--- src/rtl/mips_pkg.sv ---
// Shared fetch-stage definitions: default widths, PC increment and the fetch FSM state type.
package mips_pkg;

  localparam int unsigned ADDR_WIDTH_DEF = 32;
  localparam int unsigned DATA_WIDTH_DEF = 32;
  localparam int unsigned PC_STEP        = 4;

  typedef enum logic [1:0] {
    ST_IDLE  = 2'd0,
    ST_FETCH = 2'd1,
    ST_HALT  = 2'd2
  } fetch_state_e;

endpackage

--- src/rtl/busca_saida_reg.sv ---
// Fetch output register: holds one instruction and its PC behind a valid/ready handshake,
// with a load port for new captures and a flush port that drops the pending entry.
module busca_saida_reg #(
  parameter int unsigned ADDR_WIDTH = 32,
  parameter int unsigned DATA_WIDTH = 32
) (
  input  logic                  clk,
  input  logic                  reset,
  input  logic                  load_i,
  input  logic                  flush_i,
  input  logic [DATA_WIDTH-1:0] word_i,
  input  logic [ADDR_WIDTH-1:0] pc_i,
  input  logic                  ready_i,
  output logic                  valid_o,
  output logic [DATA_WIDTH-1:0] word_o,
  output logic [ADDR_WIDTH-1:0] pc_o
);

  logic                  valid_q, valid_d;
  logic [DATA_WIDTH-1:0] word_q,  word_d;
  logic [ADDR_WIDTH-1:0] pc_q,    pc_d;

  // Flush beats load; data fields only change on a load so a stalled entry stays stable.
  always_comb begin
    valid_d = valid_q;
    word_d  = word_q;
    pc_d    = pc_q;
    if (flush_i) begin
      valid_d = 1'b0;
    end else if (load_i) begin
      valid_d = 1'b1;
      word_d  = word_i;
      pc_d    = pc_i;
    end else if (valid_q && ready_i) begin
      valid_d = 1'b0;
    end else begin
      valid_d = valid_q;
    end
  end

  always_ff @(posedge clk or posedge reset) begin
    if (reset) begin
      valid_q <= 1'b0;
      word_q  <= '0;
      pc_q    <= '0;
    end else begin
      valid_q <= valid_d;
      word_q  <= word_d;
      pc_q    <= pc_d;
    end
  end

  assign valid_o = valid_q;
  assign word_o  = word_q;
  assign pc_o    = pc_q;

endmodule

--- src/rtl/unidade_busca.sv ---
// Instruction-fetch unit: PC register, IDLE/FETCH/HALT control and the decode-side output register.
// Optional feature macro: FETCH_BOUNDS_CHECK_EN (out-of-range fetch sets sticky fetch_error and halts).
module unidade_busca
  import mips_pkg::*;
#(
  parameter int unsigned           ADDR_WIDTH = ADDR_WIDTH_DEF,
  parameter int unsigned           DATA_WIDTH = DATA_WIDTH_DEF,
  parameter logic [ADDR_WIDTH-1:0] RESET_PC   = '0,
  parameter int unsigned           MEM_WORDS  = 64
) (
  input  logic                  clk,
  input  logic                  reset,
  output logic [ADDR_WIDTH-1:0] mem_addr,
  input  logic [DATA_WIDTH-1:0] mem_rdata,
  input  logic                  redirect_valid,
  input  logic [ADDR_WIDTH-1:0] redirect_pc,
  input  logic                  halt_req,
  output logic                  instr_valid,
  input  logic                  instr_ready,
  output logic [DATA_WIDTH-1:0] instr_out,
  output logic [ADDR_WIDTH-1:0] instr_pc,
  output logic                  halted,
  output logic                  fetch_error
);

  localparam logic [ADDR_WIDTH-1:0] STEP       = ADDR_WIDTH'(PC_STEP);
  localparam logic [ADDR_WIDTH-1:0] ALIGN_MASK = ~(ADDR_WIDTH'(32'd3));

  if (MEM_WORDS == 0 || RESET_PC[1:0] != 2'b00) begin : g_bad_params
    $error("unidade_busca: MEM_WORDS must be nonzero and RESET_PC word aligned");
  end

  fetch_state_e          state_q, state_d;
  logic [ADDR_WIDTH-1:0] pc_q, pc_d;
  logic                  load_s;
  logic                  flush_s;
  logic                  slot_free_s;
  logic                  out_valid_s;

`ifdef FETCH_BOUNDS_CHECK_EN
  localparam logic [ADDR_WIDTH:0] MEM_BYTES = (ADDR_WIDTH + 1)'(MEM_WORDS * 4);
  logic err_q, err_d;
  logic oob_s;
  assign oob_s = ({1'b0, pc_q} >= MEM_BYTES);
`endif

  assign slot_free_s = !out_valid_s || instr_ready;

  // Next-state, next-PC and output-register control, in halt > redirect > capture > stall order.
  always_comb begin
    state_d = state_q;
    pc_d    = pc_q;
    load_s  = 1'b0;
    flush_s = 1'b0;
`ifdef FETCH_BOUNDS_CHECK_EN
    err_d   = err_q;
`endif
    case (state_q)
      ST_IDLE: begin
        state_d = ST_FETCH;
      end
      ST_FETCH: begin
        if (halt_req) begin
          state_d = ST_HALT;
        end else if (redirect_valid) begin
          pc_d    = redirect_pc & ALIGN_MASK;
          flush_s = 1'b1;
        end
`ifdef FETCH_BOUNDS_CHECK_EN
        else if (oob_s) begin
          err_d   = 1'b1;
          state_d = ST_HALT;
        end
`endif
        else if (slot_free_s) begin
          load_s = 1'b1;
          pc_d   = pc_q + STEP;
        end else begin
          pc_d = pc_q;
        end
      end
      ST_HALT: begin
        state_d = ST_HALT;
      end
      default: begin
        state_d = ST_IDLE;
      end
    endcase
  end

  always_ff @(posedge clk or posedge reset) begin
    if (reset) begin
      state_q <= ST_IDLE;
      pc_q    <= RESET_PC;
    end else begin
      state_q <= state_d;
      pc_q    <= pc_d;
    end
  end

`ifdef FETCH_BOUNDS_CHECK_EN
  // Sticky out-of-range flag; only reset clears it.
  always_ff @(posedge clk or posedge reset) begin
    if (reset) begin
      err_q <= 1'b0;
    end else begin
      err_q <= err_d;
    end
  end
  assign fetch_error = err_q;
`else
  assign fetch_error = 1'b0;
`endif

  busca_saida_reg #(
    .ADDR_WIDTH (ADDR_WIDTH),
    .DATA_WIDTH (DATA_WIDTH)
  ) u_saida (
    .clk     (clk),
    .reset   (reset),
    .load_i  (load_s),
    .flush_i (flush_s),
    .word_i  (mem_rdata),
    .pc_i    (pc_q),
    .ready_i (instr_ready),
    .valid_o (out_valid_s),
    .word_o  (instr_out),
    .pc_o    (instr_pc)
  );

  assign instr_valid = out_valid_s;
  assign mem_addr    = pc_q;
  assign halted      = (state_q == ST_HALT);

endmodule
--- config.mk ---
export PLATFORM = sky130hd
export DESIGN_NAME = unidade_busca
export DESIGN_NICKNAME = d
export VERILOG_FILES = /design/src/rtl/mips_pkg.sv /design/src/rtl/busca_saida_reg.sv /design/src/rtl/unidade_busca.sv
export SDC_FILE = /design/constraint.sdc
export NUM_CORES = 1
export LEC_CHECK = 0
export BUFFER_PORTS_ARGS = -buffer_cell sky130_fd_sc_hd__buf_4
export CORE_UTILIZATION = 46
export CTS_BUF_LIST = sky130_fd_sc_hd__clkbuf_4 sky130_fd_sc_hd__clkbuf_8
export CTS_CLUSTER_DIAMETER = 200
export DETAILED_ROUTE_END_ITERATION = 7
export GPL_TIMING_DRIVEN = 0
export MAX_ROUTING_LAYER = met4
export PLACE_DENSITY = 0.81
export SLEW_MARGIN = 10
export SYNTH_ARGS = -nofsm -noshare
export SYNTH_HDL_FRONTEND = slang
export SYNTH_SLANG_ARGS = --single-unit
--- constraint.sdc ---
create_clock -name clk -period 2.3 [get_ports clk]
set_input_delay 0 -clock clk [delete_from_list [all_inputs] [get_ports clk]]
set_output_delay 0 -clock clk [all_outputs]
set_load 0.01 [all_outputs]
==> flow_summary.toml, run 1 <==
[global_route]
antenna_found_initial = 0
met1_usage_pct = 38.4
grt_remaining_overflow = 0
grt_max_degree = 34
gr-usage-met2_pct = 51.0
grt_pass1_vias = 4665
use_met3_pct = 5.22
grt_first_pass_wirelength_mm = 23.5
busiest_layer = "met2"
grt_use_total_pct = 31.2

[setup_path]
crit_required_ps = 2540
rr_worst_depth = 7
crit_start = "mem_addr[2]$_DFFE_PP0P_"
arrival_ps = 2480
r2r-start = "mem_addr[2]$_DFFE_PP0P_"
cp_cell_sequence = "ha_4, nand4_1, or4_1, buf_4, or4b_4, nand3_2, o311ai_2"
r2r_setup_slack_ps = 50
slowest_delay_ps = 530
cpMaxStageDelayCell = "or4b_4"
endpoint = "mem_addr[28]$_DFFE_PP0P_"
rr_endpoint = "mem_addr[28]$_DFFE_PP0P_"
startpoint_type = "register"
worst-path-max-fanout = 6
end_kind = "register"
crit_type = "register to register"

[timing]
worstMarginPinSlew_ps = 771
final.hold.worst_slack_ps = 15.4
slew_violations = 0
maxSlewHeadroom_pct = 48.5
hold_viol_final = 0
max_freq_mhz = 445
worst_slack_ps = 53.2
rsz0062_at_grt = "yes"
setup_viol = 0
finalCritPeriodShare_pct = 97.7
fin_skew_ps = 13.4
period_needed_ps = 2250

[detailed_routing]
drtPass1Iterations = 7
drc_errors = 0
vias_per_cell = 5.43
via_count = 4835
wire_per_inst_um = 16.8
wirelength_mm = 15.0
first_iter_violations = 442
drtAntennaViolNets = 0

[final_layout]
layoutNonFillerInstCount = 890
areaGrowthSynthToFinish_pct = 52.5
multi_input_area_um2 = 1950
nFillCells = 704
layout.nets = 829
regArea_um2 = 2390
diodes = 0
mostFrequentLayoutCells = "199 x nand2_1, 169 x buf_4, 85 x dfrtp_1"
drive_gt1_share_pct = 29.7
layout_commonest_cell = "nand2_1"

[yosys]
yosys_warnings = 0
synth.avg_cell_area_um2 = 8.51
synth_ff_type = "dfrtp_1"
netlist_instances = 520
synth-edff-count = 0
syn-cell-area_um2 = 4420
synthArstFlopShare_pct = 100
synth-seq-cells = 95
synth.distinct_cells = 49
seq_area_frac_synth_pct = 53.7

[power]
powerDensity_nw_per_um2 = 1130
vdd_drop_max_v = 0.000671
p_leak_nw = 3.36

[cts]
clk_pin_slew_ps = 100
htreeDepth = 3
cts_tree = "built"
clock_path_buffers = 2
insertion_delay_ps = 360
cts_inserted_buffers = 9
cts_sinks = 95
ctsRootBufferMaster = "clkbuf_8"

[floorplan]
dieArea_um2 = 10000
start_util_pct = 47.6
io_pins = 168
coreArea_um2 = 9280
chipWidth_um = 100
rows = 35
die_height_um = 100

[worst_hold_path]
min_path_cells = 4
hold_path_class = "input port to register"

[place]
place_ws_ps = -428
port_buffers = 160
post-dp-hpwl_mm = 9.65
routabilityCongestion = 0.888
place_inst = 815

[job]
drv_cap = 0

[status]
outcome = "complete, no violations"
[Yosys cell counts, types with 2 or more instances]
cell       number  share of area, %
nand2_1       199                17
dfrtp_1        95                54
o21ai_0        33               3.7
clkbuf_1       28               2.4
a21oi_1        25               2.8
nor2_1         18               1.5
nand3_1        17               1.9
nor3_1         12               1.4
and3_1          8               1.1
inv_1           8              0.68
nand4_1         6              0.85
or3_1           6              0.85
a31oi_1         5              0.71
buf_4           5              0.85
nor4_1          5              0.71
ha_1            4               1.1
a311oi_1        3              0.59
a32oi_1         2              0.40
buf_1           2              0.17
mux2_2          2              0.51
mux2i_1         2              0.45
nor3b_1         2              0.34
o21bai_1        2              0.34
o22ai_1         2              0.28
o2bb2ai_1       2              0.40
o311ai_0        2              0.40
o32ai_1         2              0.40
or4_1           2              0.34
[per-stage QoR]
step	setup TNS [ps]	utilization [%]	power [mW]	cell area (µm²)
2_1_floorplan	0	-	4.46	4440
3_3_place_gp	-14650	62.5	6.05	5800
3_5_place_dp	-20230	63.0	6.20	5840
4_1_cts	0	71.7	7.49	6660
5_1_grt	-6.22	72.7	8.09	6750
6_report	0	72.7	7.63	6750
[routing by layer]
layer  part of all wire [%]  vias to the layer above
met5                      0                        -
met4                    3.1                        0
met3                    7.5                       57
met2                     50                      280
met1                     39                     2287
li1                       -                     2211
[power by group]
group | internal [mW] | switching [mW]
sequential | 2.46 | 0.721
clock | 0.522 | 0.628
combinational | 1.61 | 1.69
[registers in the layout, indices dropped and copies added, names as in the netlist]
register / count
mem_addr: 30
u_saida.pc_o: 30
u_saida.valid_o: 1
u_saida.word_o: 32
state_q: 2
[timing repair]
| action | in CTS | in global routing |
|---|---|---|
| pin swaps | 0 | 1 |
| hold buffers | 56 | 1 |
| setup endpoints to repair | 68 | 34 |
| setup buffers | 2 | 1 |
| gates resized for setup | 14 | 32 |
| gates cloned | 0 | 0 |
| hold endpoints to repair | 86 | 1 |
[critical path: cells and delay by family, from the launching register on]
family / cells / cell delay (ps)
and+or+nand+nor: 4 / 1280
DFF: 1 / 400
AOI/OAI and AO/OA: 1 / 110
buffers and inverters: 1 / 180
adders and majority gates: 1 / 160
[worst min path at each step]
stage | to | slack [ps] | start
floorplan | u_saida.word_o[0]$_DFFE_PP0P_ | 110 | mem_rdata[0]
global placement | u_saida.word_o[23]$_DFFE_PP0P_ | 190 | mem_rdata[23]
detailed placement | u_saida.word_o[18]$_DFFE_PP0P_ | 180 | reset
CTS | mem_addr[24]$_DFFE_PP0P_ | 9 | redirect_pc[24]
global route | mem_addr[30]$_DFFE_PP0P_ | 20 | redirect_pc[30]
finish | mem_addr[30]$_DFFE_PP0P_ | 20 | redirect_pc[30]
[layout make-up]
cell class | instances | area share (%)
plain buffers | 36 | 2.65
clock buffers | 10 | 1.95
clock inverters | 6 | 0.983
inverters | 8 | 0.501
multi-input cells | 384 | 28.9
flip-flops and latches | 95 | 35.4
well taps | 129 | 2.39
repair buffers | 222 | 27.2
[cells by family after synthesis]
logic type,count (synthesis),synth area share (%)
multiplexers,4,0.962
flip-flops,95,53.7
AND/OR/NAND/NOR,282,27.6
other,1,0.0848
buffers and inverters,45,4.30
AO/OA/AOI/OAI,89,12.2
adder cells (fa/ha/maj),4,1.13
Note: power is estimated with default switching activity, not from simulation.
==> run 2: changes to the inputs <==
CORE_UTILIZATION = 47   (was 46)
SYNTH_HIERARCHICAL = 1   (was unset)
==> run 2 against run 1 <==
Net effect: worst setup slack better by 38 ps; critical path depth up 3; sequential share of layout area down 1.2 points; critical path type unchanged; highest routed layer unchanged.
==> flow_summary.toml, run 2 <==
[status]
outcome = "complete, no violations"

[floorplan]
dieArea_um2 = 10900
chipWidth_um = 104
start_util_pct = 49.3
rows = 36
io_pins = 168
die_height_um = 104
coreArea_um2 = 9950

[setup_path]
end_kind = "register"
cp_cell_sequence = "inv_1, ha_1, nor2b_2, nand2_2, nand2_2, inv_2, nor2b_4, buf_12, buf_12, mux2_4"
slowest_delay_ps = 400
crit_type = "register to register"
cpMaxStageDelayCell = "dfrtp_1"
path_delay_family = "simple AND/OR/NAND/NOR gates"
arrival_ps = 2460
worst-path-max-fanout = 10
crit_required_ps = 2550
r2r_setup_slack_ps = 90
startpoint_type = "register"
critical_path_buf_inv_count = 4

[yosys]
synth.top_cells.by_area = "dfrtp_1 49%, mux2_4 18%, buf_12 2.9%"
netlist_top_cells_count = "97 x dfrtp_1, 60 x mux2_4, 21 x a21oi_1, 21 x nand2_1, 20 x nor2_1"
synth_ff_type = "dfrtp_1"
yosys_warnings = 6
synth-seq-cells = 97
synth.avg_cell_area_um2 = 12.4
synthArstFlopShare_pct = 100
syn-cell-area_um2 = 4910
yosysTopAreaCell = "dfrtp_1"
synth-edff-count = 0
seq_area_frac_synth_pct = 49.4
yosys.area.top_type_share_pct = 49.4
netlist_instances = 396
synth.distinct_cells = 59
yosysMostFrequentCell = "dfrtp_1"

[timing]
worst_slack_ps = 90.9
fin_skew_ps = 11.5
finalCritPeriodShare_pct = 96.0
maxSlewHeadroom_pct = 47.9
rsz0062_at_grt = "no"
slew_violations = 0
period_needed_ps = 2210
hold_viol_final = 0
worstMarginPinSlew_ps = 781
setup_viol = 0
max_freq_mhz = 453

[detailed_routing]
wirelength_mm = 14.6
drc_errors = 0
wire_per_inst_um = 19.1
drtPass1Iterations = 5
drtAntennaViolNets = 0
vias_per_cell = 5.57
via_count = 4268
first_iter_violations = 421

[final_layout]
mostFrequentLayoutCells = "168 x buf_4, 97 x dfrtp_1, 60 x mux2_4"
layout.nets = 701
drive_gt1_share_pct = 44.9
layoutNonFillerInstCount = 766
layout_commonest_cell = "buf_4"
diodes = 0
areaGrowthSynthToFinish_pct = 44.3
nFillCells = 672

[global_route]
grt_use_total_pct = 28.7
grt_first_pass_wirelength_mm = 23.7
grt_pass1_vias = 4340
antenna_found_initial = 0
grt_max_degree = 66
grt_remaining_overflow = 0

[cts]
cts_inserted_buffers = 9
clock_path_buffers = 2
htreeDepth = 3
clk_pin_slew_ps = 100
cts_sinks = 97
cts_tree = "built"
insertion_delay_ps = 360
ctsRootBufferMaster = "clkbuf_8"

[power]
powerDensity_nw_per_um2 = 1210
p_leak_nw = 3.28
vdd_drop_max_v = 0.000476

[place]
place_ws_ps = -388
post-dp-hpwl_mm = 9.66
place_inst = 695
routabilityCongestion = 0.945
port_buffers = 162

[worst_hold_path]
hold_path_class = "input port to register"

[job]
drv_cap = 0
[run 2: metal layers]
layer / GRT usage, % / routed length, µm / share of wire [%] / vias up
li1: - / - / - / 1909
met1: 35.9 / 6130 / 42 / 2095
met2: 47.2 / 7340 / 50 / 228
met3: 5.58 / 911 / 6.2 / 36
met4: 8.98 / 246 / 1.7 / 0
met5: - / 0 / 0 / -
[run 2: tightest hold or removal path, stage by stage]
cell	delay, ps
buf_4	70
nand2b_1	80
a21oi_1	60
a21oi_1	110
[run 2: final cells by class]
type	count	area (µm²)	area share, %
well taps	133	166	2.35
clock buffers	10	138	1.94
flip-flops and latches	97	2430	34.2
clock inverters	6	73.8	1.04
repair buffers	218	1770	25.0
plain buffers	24	251	3.55
inverters	15	61.3	0.865
multi-input cells	263	2200	31.0
[run 2: path summary, 6_finish.rpt]
check                                             startpoint                              to  cells past startpoint
worst max-delay path                  state_q[1]$_DFFE_PP0P_  u_saida/word_o[10]$_DFFE_PP0P_                     10
worst min-delay path                         redirect_pc[14]        mem_addr[14]$_DFFE_PP0P_                      4
worst max register to register        state_q[1]$_DFFE_PP0P_  u_saida/word_o[10]$_DFFE_PP0P_                     10
worst min register to register  u_saida/pc_o[20]$_DFFE_PP0P_    u_saida/pc_o[20]$_DFFE_PP0P_                      1
max in group asynchronous                              reset     u_saida/pc_o[3]$_DFFE_PP0P_                      3
min in group asynchronous                              reset        mem_addr[23]$_DFFE_PP0P_                      3
[run 2: metrics by stage]
step                      area (µm²)  util [%]  power [mW]  TNS (ps)  hold slack, ps
after floorplan                 4930         -        5.37         0             116
after global placement          6310      63.4        7.10    -17500             232
after detailed placement        6310      63.4        7.25    -22910             189
after CTS                       7070      71.0        8.51         0           0.279
after global routing            7090      71.2        9.06         0            19.8
final                           7090      71.2        8.59         0            2.79
[run 2: repair_timing]
item                                   CTS  global route
hold buffers                            54             0
setup buffers                            0             2
pin swaps                                0             1
endpoints found under the hold margin  150             0
setup endpoints to repair               64            62
resized for setup                        4             5
[run 2: power by group]
part           internal (mW)  leakage, nW  switching (mW)
clock network          0.546        0.101           0.622
logic                   2.38         2.04            1.68
registers               2.52         1.14           0.841
[run 2: kinds of logic after synthesis]
kind of cell / share of synthesized area [%]
AND/OR/NAND/NOR: 13.2
flip-flops: 49.4
AO/OA/AOI/OAI: 10.3
multiplexers: 19.7
buffers and inverters: 6.32
adder cells (fa/ha/maj): 1.02
other: 0.0763
==> run 3: changes to the inputs <==
REMOVE_ABC_BUFFERS = 1   (was unset)
==> run 3 against run 2 <==
Net effect: cell count fell by 0.52%; worst hold slack better by 28 ps; critical path type unchanged; combinational power up 2%.
==> flow_summary.toml, run 3 (same netlist as run 2, synthesis figures left out) <==
[status]
outcome = "complete, no violations"

[place]
port_buffers = 162
post-dp-hpwl_mm = 8.95
place_ws_ps = -1270
routabilityCongestion = 0.887

[setup_path]
arrival_ps = 2490
slowest_delay_ps = 400
crit_required_ps = 2560
path_delay_family = "buffers and inverters"
cpMaxStageDelayCell = "dfrtp_1"
crit_type = "register to register"
end_kind = "register"
startpoint_type = "register"
worst-path-max-fanout = 13
cp_cell_sequence = "inv_1, ha_4, nor2b_4, nand2_4, nand2_4, inv_2, nor2b_4, buf_12, buf_16, clkbuf_16, mux2_4"
critical_path_buf_inv_count = 5

[power]
finalPower_mw = 8.53
powerDensity_nw_per_um2 = 1200
p_leak_nw = 3.29
vdd_drop_max_v = 0.000749

[detailed_routing]
wirelength_mm = 15.0
via_count = 4217
drc_errors = 0
drtPass1Iterations = 4
wire_per_inst_um = 19.7
vias_per_cell = 5.53
drtAntennaViolNets = 0
first_iter_violations = 271

[floorplan]
io_pins = 168
die_height_um = 104
coreArea_um2 = 9950
chipWidth_um = 104
dieArea_um2 = 10900
start_util_pct = 49.3
rows = 36

[worst_hold_path]
hold_path_class = "input port to register"

[final_layout]
areaGrowthSynthToFinish_pct = 44.7
drive_gt1_share_pct = 45.2
multi_input_area_um2 = 2240
mostFrequentLayoutCells = "174 x buf_4, 97 x dfrtp_1, 60 x dlygate4sd3_1, 60 x mux2_4, 21 x a21oi_1"
diodes = 0
nFillCells = 666
layout_commonest_cell = "buf_4"
layout.nets = 698
regArea_um2 = 2430

[cts]
cts_inserted_buffers = 9
cts_sinks = 97
insertion_delay_ps = 380
cts_tree = "built"
ctsRootBufferMaster = "clkbuf_8"
htreeDepth = 3
clk_pin_slew_ps = 90
clock_path_buffers = 2

[timing]
maxSlewHeadroom_pct = 32.7
finalCritPeriodShare_pct = 97.0
worstMarginPinSlew_ps = 1010
setup_viol = 0
slew_violations = 0
fin_skew_ps = 12.0
max_freq_mhz = 448
rsz0062_at_grt = "yes"
final.hold.worst_slack_ps = 30.3
hold_viol_final = 0
worst_slack_ps = 69.0
period_needed_ps = 2230
finalSetupTns_ps = 0

[global_route]
antenna_found_initial = 0
grt_remaining_overflow = 0
grt_first_pass_wirelength_mm = 23.3
grt_use_total_pct = 28.5
grt_pass1_vias = 4208
grt_max_degree = 66

[job]
drv_cap = 0
## run 3: cell count changes in the layout (fill, tap and decap cells not counted), moves of 4 or more
cell and change:
buf_12 -6, buf_4 +6, buf_6 -4, clkbuf_1 -7, dlygate4sd3_1 +6
## run 3: routing by layer
metal	up-vias	routed length, µm	track usage, %	part of all wire, %
met5	-	0	-	0
met4	0	186	7.65	1.2
met3	16	991	7.83	6.6
met2	214	7530	45.8	50
met1	2079	6290	35.4	42
li1	1908	-	-	-
## run 3: power by group
part	internal [mW]	total (mW)	switching (mW)
combinational	2.43	4.15	1.72
sequential	2.52	3.35	0.829
clock	0.409	1.03	0.620
total	5.36	8.53	3.17
## run 3: area by class of cell
cell class / instances / share of cell area [%]
Clock buffer: 10 / 1.85
Inverter: 15 / 0.862
Timing Repair Buffer: 239 / 28.7
Multi-Input combinational cell: 263 / 31.5
Clock inverter: 5 / 0.598
Sequential cell: 97 / 34.1
Tap cell: 133 / 2.34
## run 3: worst paths after layout
kind | slack (ps) | startpoint | to | depth (start not counted)
worst min-delay path | 30 | halt_req | state_q[0]$_DFFE_PP0P_ | 3
worst max-delay path | 70 | state_q[1]$_DFFE_PP0P_ | u_saida/word_o[14]$_DFFE_PP0P_ | 11
min in group asynchronous | 330 | reset | mem_addr[27]$_DFFE_PP0P_ | 3
max in group asynchronous | 1420 | reset | u_saida/pc_o[24]$_DFFE_PP0P_ | 3
worst min register to register | 520 | u_saida/pc_o[22]$_DFFE_PP0P_ | u_saida/pc_o[22]$_DFFE_PP0P_ | 1
worst max register to register | 70 | state_q[1]$_DFFE_PP0P_ | u_saida/word_o[14]$_DFFE_PP0P_ | 11
## run 3: through the flow
stage               cell area [µm²]  utilization [%]  cells
floorplan                      4670                -    375
global placement               6060             60.8    670
detailed placement             6130             61.6    673
CTS                            7020             70.5    754
global route                   7110             71.4    762
finish                         7110             71.4    762
## run 3: tightest hold or removal path: cells and delay by family
kind,cells,cell delay [ps]
AO/OA/AOI/OAI,1,80
buffers and inverters,1,100
AND/OR/NAND/NOR,1,170
## run 3: repair_timing
| item | CTS | global route |
|---|---|---|
| cloned | 1 | 1 |
| setup endpoints to repair | 90 | 27 |
| pin swaps | 1 | 2 |
| hold endpoints to repair | 156 | 0 |
| setup buffers | 5 | 7 |
| gates resized for setup | 13 | 2 |
| hold buffers | 60 | 0 |
